## config.mk

```make
export PLATFORM = sky130hd
export DESIGN_NAME = aes_ct_serializer
export DESIGN_NICKNAME = d
export VERILOG_FILES = /design/src/rtl/aes_ct_serializer.sv
export SDC_FILE = /design/constraint.sdc
export NUM_CORES = 1
export LEC_CHECK = 0
export ABC_AREA = 1
export BUFFER_PORTS_ARGS = -buffer_cell sky130_fd_sc_hd__buf_2
export CORE_UTILIZATION = 35
export CTS_BUF_LIST = sky130_fd_sc_hd__clkbuf_4
export DETAILED_ROUTE_END_ITERATION = 10
export SYNTH_ARGS = -nofsm -noshare
export SYNTH_HDL_FRONTEND = slang
export SYNTH_SLANG_ARGS = --single-unit
```

## constraint.sdc

```tcl
create_clock -name clk -period 7.7 [get_ports clk]
set_clock_uncertainty 0.05 [all_clocks]
set_input_delay 0 -clock clk [delete_from_list [all_inputs] [get_ports clk]]
set_output_delay 0 -clock clk [all_outputs]
set_load 0.005 [all_outputs]
```

## src/rtl/aes_ct_serializer.sv

```systemverilog
// aes_ct_serializer: captures AES ciphertext blocks on the rising edge of the
// encryptor's valid flag, buffers up to DEPTH of them, and streams them out
// byte by byte (MSB byte first) over a valid/ready handshake.
//
// Handshake: out_valid is high whenever at least one block is buffered and
// does not depend on out_ready. A byte transfers on every clk edge where
// out_valid & out_ready are both high. While out_valid=1 and out_ready=0,
// out_data/out_idx/out_last hold. out_ready has no effect while out_valid=0.
module aes_ct_serializer #(
  parameter int DEPTH  = 2,
  parameter int NBYTES = 16
) (
  input  logic                       clk,
  input  logic                       rst_n,
  input  logic [127:0]               ct,
  input  logic                       ct_valid,
  output logic [7:0]                 out_data,
  output logic                       out_valid,
  input  logic                       out_ready,
  output logic                       out_last,
  output logic [3:0]                 out_idx,
  output logic [$clog2(DEPTH):0]     blk_count,
  output logic                       overrun,
  input  logic                       clr_ovf
);

  localparam int PW = $clog2(DEPTH);
  localparam int CW = $clog2(DEPTH) + 1;

  logic             ct_valid_q;
  logic [127:0]     mem_q [DEPTH];
  logic [PW-1:0]    wr_ptr_q;
  logic [PW-1:0]    rd_ptr_q;
  logic [3:0]       idx_q;
  logic [CW-1:0]    cnt_q;
  logic             ovf_q;

  logic             cap;
  logic             xfer;
  logic             pop;
  logic             full;
  logic             wr_en;
  logic             drop;
  logic             last_byte;
  logic [127:0]     head;
  logic [6:0]       bit_lo;

  assign cap       = ct_valid & ~ct_valid_q;
  assign out_valid = (cnt_q != '0);
  assign last_byte = (idx_q == 4'(NBYTES - 1));
  assign xfer      = out_valid & out_ready;
  assign pop       = xfer & last_byte;
  assign full      = (cnt_q == CW'(DEPTH));
  // A pop in the same cycle frees the slot, so a capture at full still fits.
  assign wr_en     = cap & (~full | pop);
  assign drop      = cap & full & ~pop;

  // Byte 0 is ct[127:120]; byte NBYTES-1 is ct[7:0].
  assign head      = mem_q[rd_ptr_q];
  assign bit_lo    = 7'((NBYTES - 1 - int'(idx_q)) * 8);
  assign out_data  = out_valid ? head[bit_lo +: 8] : 8'h00;
  assign out_last  = out_valid & last_byte;
  assign out_idx   = idx_q;
  assign blk_count = cnt_q;
  assign overrun   = ovf_q;

  // Edge-detect register; resets high so a level already high at reset
  // release must drop before it can trigger a capture.
  always_ff @(posedge clk or negedge rst_n) begin
    if (!rst_n) begin
      ct_valid_q <= 1'b1;
    end else begin
      ct_valid_q <= ct_valid;
    end
  end

  // Block storage; contents are only visible through out_data when counted.
  always_ff @(posedge clk) begin
    if (wr_en) begin
      mem_q[wr_ptr_q] <= ct;
    end
  end

  // Pointers, byte index, occupancy and sticky overrun flag.
  always_ff @(posedge clk or negedge rst_n) begin
    if (!rst_n) begin
      wr_ptr_q <= '0;
      rd_ptr_q <= '0;
      idx_q    <= '0;
      cnt_q    <= '0;
      ovf_q    <= 1'b0;
    end else begin
      if (wr_en) begin
        wr_ptr_q <= wr_ptr_q + 1'b1;
      end
      if (xfer) begin
        idx_q <= pop ? 4'd0 : idx_q + 4'd1;
      end
      if (pop) begin
        rd_ptr_q <= rd_ptr_q + 1'b1;
      end
      cnt_q <= cnt_q + CW'(wr_en) - CW'(pop);
      if (drop) begin
        ovf_q <= 1'b1;
      end else if (clr_ovf) begin
        ovf_q <= 1'b0;
      end
    end
  end

endmodule
```

==> summary.md <==
| Metric | Value |
|---|---|
| Status | `finished with violations` |
| Violated checks | `DRC` |
| DRC Markers | `2` |
| Async SR Flop Fraction | `under 10%` |
| Predominant post-synthesis flop cell | `edfxtp_1` |
| Power Dens Cells | `321 mW/mm^2` |
| RSZ-0062 raised after global routing | `no` |
| Clock transition at path regs | `0.06 ns` |
| CP cell instances | `inv_4 > buf_4 > nand2_1 > nand3_1 > nand3_1 > nand2_1 > nand2_1 > nand3_1 > nand2_1 > nor2_1 > buf_2` |
| Int Power | `0.00292 W` |
| Leak | `roughly 5.8 nW` |
| Total global routing overflow | `0` |
| Max Cap Viol | `0` |
| Syn Area/Cell | `~12 um^2` |
| Filler cell count | `2,843` |
| Maximum vdd drop | `0.230 mV` |
| HP Class | `in -> reg` |
| Post-Route Utilization | `between 40% and 50%` |
| Finish-stage setup viols | `0` |
| CP Buf/Inv Count | `3` |
| CTS H-tree depth | `3` |
| Antenna viol nets, final | `0` |
| Port bufs | `approximately 150` |
| Sequential fraction of the synthesis area | `73.0%` |
| Crit share post-route | `50.5%` |
| Flop pwr share | `about two fifths` |
| Cells after Synth | `924` |
| Drt first pass iters | `8` |
| Post-synth top area cell | `edfxtp_1` |
| I/O pins | `150` |
| TritonCTS buffer count | `71` |
| Placed cell area | `0.0119 mm^2` |
| Vias/cell | `~4.7` |
| Setup TNS | `0 ns` |
| Count leader, synth | `nand2_1` |
| CP Max Fanout | `69` |
| Clock power share | `25.0%` |
| Synth Net Count | `1,060` |
| Sw frac | `37.6%` |
| CP max-delay cell | `buf_4` |
| Final slew viol count | `0` |
| CTS Root Cell | `clkbuf_4` |
| Area of the die | `0.0318 mm^2` |
| CTS tree | `done` |
| Nature of the critical path startpoint | `flip-flop` |
| Final Net Count | `1,423` |
| Fin crit period | `3.89 ns` |
| Most used cell, CP | `nand2_1` |
| Number of global-route vias before repair | `between 7,000 and 8,000` |
| Comb pwr share | `34.2%` |
| Total Routing Usage GR | `18.3%` |
| Power Total | `0.00468 W` |
| Net Switching | `0.00176 W` |
| Vias | `8,228` |
| Distinct cells, synth | `24` |
| Initial DRC Count | `between 500 and 600` |
| Synth-to-layout area growth | `34.1%` |
| Initial antenna violation count | `1` |
| Final wirelength | `29.1 mm` |
| CP max stage delay | `about 0.74 ns` |
| Placed insts | `between 1,000 and 1,500` |
| Clk buf depth | `3` |
| WL/cell | `16.8 um` |
| Max-slew headroom | `roughly a quarter` |
| Crit path kind | `reg -> out` |
| CP delay by family, top | `buffers and inverters` |
| Initial Util | `35.6%` |
| Die height | `178 um` |
| Gpl congestion | `approximately 0.83` |
| Fmax | `~260 MHz` |
| Layout cell share with drive strength beyond 1 | `between 20% and 30%` |
| Post-DP HPWL | `about 17 mm` |
| Setup bufs post-CTS | `0` |
| Top cell type's share of synthesized area | `70.7%` |
| Synth Cell Area | `around 0.011 mm^2` |
| Clk sink count | `266` |
| Non-filler cells, final | `1,737` |
| Crit path capture type | `output port` |
| Worst Path Required | `between 7 and 8 ns` |
| Flops & latches, synth | `266` |
| Critical Path AT | `3.84 ns` |
| First-pass GRT wire length | `roughly 43 mm` |
| Largest net degree at the start of global routing | `119` |
| Clock Latency Late Sink | `between 0.6 and 0.7 ns` |
| Std-Cell Rows | `64` |
| Die width | `178 um` |
| Top cells by area, synth | `edfxtp_1, nand2_1, nand3_1` |
| Yosys warns | `0` |
| Final Cell Area | `0.0146 mm^2` |
| Number of synthesized flops with an enable pin | `256` |
| Synth top cells by count | `nand2_1, edfxtp_1, nand3_1` |
| Final hold violations | `0` |
| Worst Max-Slew Pin Slew | `1.11 ns` |
| Core region area | `~0.03 mm^2` |
==> registers in the layout (all words and copies together) (netlist names) <==
signal / cells
blk_count: 2
ct_valid_q: 1
mem_q: 256
out_idx: 4
overrun: 1
rd_ptr_q: 1
wr_ptr_q: 1
==> repair_timing <==
action	CTS	global route
gates resized for setup	0	0
endpoints found under the hold margin	282	10
hold buffers	180	6
==> metal layers <==
| metal | routed length, um | up-vias | GRT usage, % |
|---|---|---|---|
| met5 | 0 | - | 0 |
| met4 | 855 | 0 | 7.98 |
| met3 | 1790 | 57 | 4.31 |
| met2 | 14200 | 301 | 29.6 |
| met1 | 12300 | 3893 | 23.5 |
| li1 | - | 3977 | - |
==> area by class of cell <==
class / instances / area, um^2 / share of cell area, %
Sequential cell: 266 / 7940 / 54.5
Timing Repair Buffer: 343 / 2680 / 18.4
Multi-Input combinational cell: 591 / 2540 / 17.4
Clock buffer: 103 / 773 / 5.30
Tap cell: 396 / 495 / 3.40
Clock inverter: 22 / 90.1 / 0.618
Inverter: 14 / 55.1 / 0.377
Antenna cell: 2 / 5.00 / 0.0343
==> stage by stage <==
stage	hold slack, ns	worst slack, ns
2_1_floorplan	-0.346	0.671
3_3_place_gp	-0.178	4.24
3_5_place_dp	-0.170	4.21
4_1_cts	0.0000913	3.72
5_1_grt	0.0000604	3.54
6_report	0.0561	3.81
==> placed cells by master, fill, tap and decap left out, types with 4 or more instances in the layout <==
cell type      synthesis  routed
o21ai_0               22      22
o21ai_1                4       4
buf_4                 22       7
nand3_1              169     169
dlygate4sd3_1          0     186
dfrtp_1                9       7
clkinv_1               2      18
buf_2                 17     149
inv_1                  8       8
clkbuf_4               0     103
nand2_1              318     318
inv_2                  4       5
edfxtp_1             256     256
nor2_1                63      62
==> logic make-up after synthesis <==
group / Yosys count / share of synthesized area, %
AND/OR/NAND/NOR: 555 / 21.2
flip-flops: 266 / 73.0
buffers and inverters: 67 / 3.75
AO/OA/AOI/OAI: 29 / 1.37
XOR/XNOR: 4 / 0.322
adder cells (fa/ha/maj): 3 / 0.345
==> power groups by stage <==
stage	sequential, W	combinational, W	clock, W
CTS	0.00191	0.00162	0.00120
finish	0.00191	0.00160	0.00117
global placement	0.00193	0.00154	0
detailed placement	0.00194	0.00155	0
floorplan	0.00190	0.00110	0
global route	0.00193	0.00178	0.00129
==> worst paths after layout <==
check | from | to | slack [ns] | depth (start not counted)
setup / recovery | rd_ptr_q$_DFFE_PN0N_ | out_data[0] | 3.81 | 11
max in group asynchronous | rst_n | rd_ptr_q$_DFFE_PN0N_ | 6.87 | 3
setup reg to reg | out_idx[2]$_DFFE_PN0P_ | mem_q[0][117]$_DFFE_PP_ | 4.20 | 7
min in group asynchronous | rst_n | out_idx[0]$_DFFE_PN0P_ | 0.36 | 3
hold reg to reg | wr_ptr_q$_DFFE_PN0P_ | wr_ptr_q$_DFFE_PN0P_ | 0.52 | 2
hold / removal | ct[85] | mem_q[1][85]$_DFFE_PP_ | 0.06 | 2
No activity file was read; power rests on OpenSTA's default activity.
